File: src/rtl/mem_access_unit.sv
// -----------------------------------------------------------------------------
// mem_access_unit
//
// Load/store front end placed directly in front of a single-port data memory.
// Accepts one core request at a time over a valid/ready handshake, sequences
// the memory address/write port, and returns load data or status over a
// valid/ready response channel. Optionally performs an atomic fetch-and-add.
//
// Configuration macro:
//   MEM_ACCESS_UNIT_RMW_EN  defined   -> op 2'b10 is fetch-and-add
//                           undefined -> op 2'b10 is handled as a reserved op
//
// Ports:
//   clk          in   1          single clock, all logic on posedge
//   rst          in   1          synchronous, active-high reset
//   req_valid    in   1          core request valid
//   req_ready    out  1          unit can accept a request (IDLE only)
//   req_op       in   2          00 load, 01 store, 10 fetch-add, 11 reserved
//   req_addr     in   ADDR_SIZE  word address
//   req_wdata    in   DATA_SIZE  store data / fetch-add addend
//   rsp_valid    out  1          response valid
//   rsp_ready    in   1          core accepts response
//   rsp_rdata    out  DATA_SIZE  load data / old value; 0 for store or error
//   rsp_err      out  1          request carried an unsupported op
//   mem_W        out  1          memory write enable
//   mem_DATA_WR  out  DATA_SIZE  memory write data
//   mem_ADDR     out  ADDR_SIZE  memory address (registered)
//   mem_DATA_RD  in   DATA_SIZE  memory read data, combinational from mem_ADDR
// -----------------------------------------------------------------------------
module mem_access_unit #(
    parameter int DATA_SIZE = 8,
    parameter int ADDR_SIZE = 5
) (
    input  logic                 clk,
    input  logic                 rst,
    input  logic                 req_valid,
    output logic                 req_ready,
    input  logic [1:0]           req_op,
    input  logic [ADDR_SIZE-1:0] req_addr,
    input  logic [DATA_SIZE-1:0] req_wdata,
    output logic                 rsp_valid,
    input  logic                 rsp_ready,
    output logic [DATA_SIZE-1:0] rsp_rdata,
    output logic                 rsp_err,
    output logic                 mem_W,
    output logic [DATA_SIZE-1:0] mem_DATA_WR,
    output logic [ADDR_SIZE-1:0] mem_ADDR,
    input  logic [DATA_SIZE-1:0] mem_DATA_RD
);

    localparam logic [1:0] OP_LOAD  = 2'b00;
    localparam logic [1:0] OP_STORE = 2'b01;
    localparam logic [1:0] OP_FADD  = 2'b10;

    // RMW_WR only exists when fetch-and-add is built in; without it the
    // encoding 2'd2 is unused and falls into the default recovery arm.
    typedef enum logic [1:0] {
        ST_IDLE   = 2'd0,
        ST_ACCESS = 2'd1,
`ifdef MEM_ACCESS_UNIT_RMW_EN
        ST_RMW_WR = 2'd2,
`endif
        ST_RESP   = 2'd3
    } state_t;

    // Returns 1 for every op this build actually executes against memory.
    function automatic logic op_supported(input logic [1:0] op);
        logic ok;
        case (op)
            OP_LOAD:  ok = 1'b1;
            OP_STORE: ok = 1'b1;
`ifdef MEM_ACCESS_UNIT_RMW_EN
            OP_FADD:  ok = 1'b1;
`endif
            default:  ok = 1'b0;
        endcase
        return ok;
    endfunction

    // Registered state
    state_t                 state_r;
    logic [1:0]             op_r;
    logic [DATA_SIZE-1:0]   wdata_r;
    logic [ADDR_SIZE-1:0]   mem_addr_r;
    logic                   rsp_valid_r;
    logic [DATA_SIZE-1:0]   rsp_rdata_r;
    logic                   rsp_err_r;

    // Next-state values and combinational port drivers
    state_t                 state_s;
    logic [1:0]             op_s;
    logic [DATA_SIZE-1:0]   wdata_s;
    logic [ADDR_SIZE-1:0]   mem_addr_s;
    logic                   rsp_valid_s;
    logic [DATA_SIZE-1:0]   rsp_rdata_s;
    logic                   rsp_err_s;
    logic                   req_ready_s;
    logic                   mem_w_s;
    logic [DATA_SIZE-1:0]   mem_wdata_s;

    // State register and all datapath registers, synchronous reset.
    always_ff @(posedge clk) begin
        if (rst) begin
            state_r     <= ST_IDLE;
            op_r        <= 2'b00;
            wdata_r     <= {DATA_SIZE{1'b0}};
            mem_addr_r  <= {ADDR_SIZE{1'b0}};
            rsp_valid_r <= 1'b0;
            rsp_rdata_r <= {DATA_SIZE{1'b0}};
            rsp_err_r   <= 1'b0;
        end else begin
            state_r     <= state_s;
            op_r        <= op_s;
            wdata_r     <= wdata_s;
            mem_addr_r  <= mem_addr_s;
            rsp_valid_r <= rsp_valid_s;
            rsp_rdata_r <= rsp_rdata_s;
            rsp_err_r   <= rsp_err_s;
        end
    end

    // Next-state, next-register and port-strobe decode for the FSM.
    always_comb begin
        state_s     = state_r;
        op_s        = op_r;
        wdata_s     = wdata_r;
        mem_addr_s  = mem_addr_r;
        rsp_valid_s = rsp_valid_r;
        rsp_rdata_s = rsp_rdata_r;
        rsp_err_s   = rsp_err_r;
        req_ready_s = 1'b0;
        mem_w_s     = 1'b0;
        mem_wdata_s = {DATA_SIZE{1'b0}};

        case (state_r)
            ST_IDLE: begin
                req_ready_s = 1'b1;
                if (req_valid) begin
                    op_s       = req_op;
                    wdata_s    = req_wdata;
                    mem_addr_s = req_addr;
                    if (op_supported(req_op)) begin
                        state_s = ST_ACCESS;
                    end else begin
                        // Unsupported op never touches memory: answer at once.
                        rsp_err_s   = 1'b1;
                        rsp_rdata_s = {DATA_SIZE{1'b0}};
                        rsp_valid_s = 1'b1;
                        state_s     = ST_RESP;
                    end
                end else begin
                    state_s = ST_IDLE;
                end
            end

            ST_ACCESS: begin
                case (op_r)
                    OP_LOAD: begin
                        rsp_rdata_s = mem_DATA_RD;
                        rsp_valid_s = 1'b1;
                        state_s     = ST_RESP;
                    end
                    OP_STORE: begin
                        // Write strobe lasts exactly this one ACCESS cycle.
                        mem_w_s     = 1'b1;
                        mem_wdata_s = wdata_r;
                        rsp_rdata_s = {DATA_SIZE{1'b0}};
                        rsp_valid_s = 1'b1;
                        state_s     = ST_RESP;
                    end
`ifdef MEM_ACCESS_UNIT_RMW_EN
                    OP_FADD: begin
                        // Old value is captured here and reused as the adder
                        // operand in RMW_WR, so the read is not repeated.
                        rsp_rdata_s = mem_DATA_RD;
                        state_s     = ST_RMW_WR;
                    end
`endif
                    default: begin
                        rsp_err_s   = 1'b1;
                        rsp_rdata_s = {DATA_SIZE{1'b0}};
                        rsp_valid_s = 1'b1;
                        state_s     = ST_RESP;
                    end
                endcase
            end

`ifdef MEM_ACCESS_UNIT_RMW_EN
            ST_RMW_WR: begin
                // Sum is truncated to DATA_SIZE bits; carry out is dropped.
                mem_w_s     = 1'b1;
                mem_wdata_s = rsp_rdata_r + wdata_r;
                rsp_valid_s = 1'b1;
                state_s     = ST_RESP;
            end
`endif

            ST_RESP: begin
                if (rsp_ready) begin
                    rsp_valid_s = 1'b0;
                    rsp_err_s   = 1'b0;
                    state_s     = ST_IDLE;
                end else begin
                    state_s = ST_RESP;
                end
            end

            default: begin
                rsp_valid_s = 1'b0;
                rsp_err_s   = 1'b0;
                state_s     = ST_IDLE;
            end
        endcase
    end

    // Handshake ready and write strobe are forced low while reset is applied
    // so a write caught mid-flight never reaches the memory.
    assign req_ready   = req_ready_s & ~rst;
    assign mem_W       = mem_w_s & ~rst;
    assign mem_DATA_WR = rst ? {DATA_SIZE{1'b0}} : mem_wdata_s;
    assign mem_ADDR    = mem_addr_r;
    assign rsp_valid   = rsp_valid_r;
    assign rsp_rdata   = rsp_rdata_r;
    assign rsp_err     = rsp_err_r;

endmodule
File: config.mk
export PLATFORM = sky130hd
export DESIGN_NAME = mem_access_unit
export DESIGN_NICKNAME = d
export VERILOG_FILES = /design/src/rtl/mem_access_unit.sv
export SDC_FILE = /design/constraint.sdc
export NUM_CORES = 1
export LEC_CHECK = 0
export ABC_CLOCK_PERIOD_IN_PS = 1700
export BUFFER_PORTS_ARGS = -buffer_cell sky130_fd_sc_hd__buf_2
export CORE_ASPECT_RATIO = 0.8
export CORE_UTILIZATION = 46
export CTS_BUF_LIST = sky130_fd_sc_hd__clkbuf_4
export DETAILED_ROUTE_END_ITERATION = 12
export PLACE_DENSITY = 0.8
export SKIP_LAST_GASP = 1
export SYNTH_ARGS = -nofsm -noshare
export SYNTH_HDL_FRONTEND = slang
export SYNTH_SLANG_ARGS = --single-unit
File: constraint.sdc
create_clock -name clk -period 1.7 [get_ports clk]
set_clock_uncertainty 0.05 [all_clocks]
set_input_delay 0.17 -clock clk [delete_from_list [all_inputs] [get_ports clk]]
set_output_delay 0.17 -clock clk [all_outputs]
set_load 0.01 [all_outputs]
==> results by group <==
Floorplan
  – Chip height: 45.0 um
  – Core area: 2180 um^2
  – Die W: 55.8 um
  – Num rows: 15
  – Initial Util: 0.489
  – IO Count: 52
  – Die area: 2510 um^2

Setup path
  – CP arrival: 1410 ps
  – Delay-heaviest family, CP: simple AND/OR/NAND/NOR gates
  – Reg2Reg Setup Slack: 280 ps
  – Worst R2R End: wdata_r[0]
  – CP required: 1480 ps
  – Max stage delay on crit path: 370 ps
  – Worst r2r src: state_r[1]
  – CP Launch Type: flop
  – CP cell instances: and2b_1 -> and3_4 -> and2_1 -> buf_2
  – Buffers & Inverters on Critical Path: 1
  – CP Capture Type: output pin
  – R2R depth: 3
  – Max stage delay cell, worst path: dfxtp_1
  – Crit Path Class: reg2out
  – Worst Path Max Fanout: 9

Synthesis
  – Top cell type's share of synthesized area: 0.508
  – Count leader, synth: nand2_1
  – Synthesized area per cell: 8.94 um^2
  – Synth Flop Type: dfxtp_1
  – Yosys top cell by area: dfxtp_1
  – Sequential-to-total area share from yosys stat: 0.508
  – Most frequent cells after synthesis: nand2_1, dfxtp_1, a21oi_1
  – Synth Cell Area: 1060 um^2
  – Synth warn: 0
  – Synth area leaders: dfxtp_1, nand2_1, a21oi_1
  – Yosys reg bits: 27
  – Post-synth EDFFs: 0
  – Unique masters post-synth: 25
  – Cells after Synth: 119
  – Synthesized net count: 146
  – Asr flop ratio synth: 0

Min path
  – Hold depth: 3
  – Worst hold path type: in2reg
  – Min-delay src: req_addr[0]
  – Worst hold endpoint: mem_ADDR[0]

Drt
  – Initial DRC Count: 20
  – Via count: 999
  – Routed WL: 2420 um
  – Drt drc: 0
  – Detailed Routing Iterations Pass 1: 4
  – Antenna-violating nets left: 0
  – DR vias/cell: 5.07
  – WL/cell: 12.3 um

Clocking
  – Root buf cell: clkbuf_4
  – Clock Latency Late Sink: 320 ps
  – Reg clk slew, reported paths: 130 ps
  – Max H-tree Level: 1
  – CTS sink count: 27
  – CTS tree: yes
  – Total CTS buffers: 3
  – Clock Tree Buf Depth: 2

Place
  – Post-DP HPWL: 1710 um
  – I/O Buffers: 51
  – Gpl congestion: 0.748
  – Placed Instances: 188
  – Area after DPL: 1300 um^2

Power and ir drop
  – Total power: 1.18 mW
  – Worst vdd ir: 0.728 mV
  – Leakage: 0.672 nW
  – Pwr dens: 849 nW/um^2

GRT
  – Largest net degree at the start of global routing: 22
  – GRT Util Overall: 0.197
  – GRT Residual Overflow: 0
  – First-pass GRT wire length: 3700 um
  – Number of antenna violations at the first check in global routing: 0
  – Number of global-route vias before repair: 835

Timing
  – Final setup violating endpoints: 0
  – Slew @ Worst Pin: 539 ps
  – RSZ-0062 raised after global routing: true
  – Slew Limit Fails: 0
  – Setup_tns: 0 ps
  – Relative slew slack: 0.641
  – Max Fclk: 612 MHz
  – Min Tclk post-route: 1630 ps
  – Tcrit/Tclk final: 0.961
  – Final hold violations: 0

Finish
  – Fraction of layout cells with a size suffix above 1: 0.378
  – Number of fill cells: 201
  – Final Cell Area: 1390 um^2
  – # nets final: 200
  – Diode count: 0
  – Final Non-Filler Cells: 197
  – Area added between synthesis and finish: 31.1%

Status
  – Status: finished clean

Flow run
  – Max Cap Viol: 0
==> worst max path at each step <==
| stage | from | to | slack (ps) | cells after the start |
|---|---|---|---|---|
| 3_5_place_dp | state_r[0] | mem_DATA_WR[0] | 190 | 4 |
| 2_1_floorplan | state_r[0] | mem_DATA_WR[0] | 420 | 4 |
| 5_1_grt | state_r[1] | mem_DATA_WR[4] | -0.3 | 4 |
| 6_report | op_r[1] | mem_DATA_WR[0] | 70 | 4 |
| 4_1_cts | state_r[0] | mem_DATA_WR[0] | 40 | 4 |
| 3_3_place_gp | state_r[0] | mem_DATA_WR[6] | 280 | 4 |
==> registers in the layout, summed over array words and instances (netlist names) <==
| name | count |
|---|---|
| rsp_rdata | 8 |
| wdata_r | 8 |
| mem_ADDR | 5 |
| op_r | 2 |
| state_r | 2 |
| rsp_err | 1 |
| rsp_valid | 1 |
==> per-stage QoR <==
stage	util	setup WS [ps]	hold slack [ps]
floorplan	-	418	253
global placement	0.599	285	336
detailed placement	0.599	193	339
CTS	0.621	38.7	1.74
global route	0.640	-0.292	2.39
finish	0.640	67.0	12.8
==> metal layers <==
layer | vias to the layer above | global-route usage | share of wire | routed length (um)
met4 | 0 | 0.0900 | 0.017 | 40
li1 | 506 | - | - | -
met2 | 30 | 0.323 | 0.47 | 1140
met3 | 4 | 0.0630 | 0.059 | 143
met5 | - | 0 | 0 | 0
met1 | 459 | 0.242 | 0.45 | 1100
==> cell type report <==
cell class,instances,area (um^2),area share
Timing Repair Buffer,58,318,0.228
Sequential cell,27,548,0.393
Clock buffer,4,30.0,0.0215
Tap cell,25,31.3,0.0224
Multi-Input combinational cell,83,467,0.335
==> cell families (layout without fill, tap and decap cells) <==
family                 after synthesis  in the layout  synth area share
buffers and inverters                9             62            0.0576
AOI/OAI and AO/OA                   31             31             0.188
and+or+nand+nor                     52             52             0.246
DFF                                 27             27             0.508
==> repair_timing <==
item	4_1_cts	5_1_grt
endpoints found under the setup margin	9	8
buffers inserted	0	1
hold endpoints to repair	1	3
hold buffers	1	3
gates resized for setup	4	2
==> tightest hold or removal path, delay by kind of cell <==
kind	cells	cell delay [ps]
AO/OA/AOI/OAI	1	50
AND/OR/NAND/NOR	1	40
buffers and inverters	1	90
==> where the power goes <==
group	switching [mW]	internal, mW	leakage [nW]
Sequential	0.0275	0.675	0.222
Clock	0.173	0.108	0.0184
Combinational	0.103	0.0969	0.432
==> cells in the final DEF, fill, tap and decap left out, types with 2 or more instances in the layout <==
cell	n
o21ba_2	2
and2_1	8
nor3_1	2
dfxtp_1	25
a21oi_1	19
buf_4	3
dfxtp_4	2
dlygate4sd3_1	4
a22o_1	8
nand2_1	31
buf_2	51
clkbuf_4	4
nor2_1	2
No activity file was read; power rests on OpenSTA's default activity.
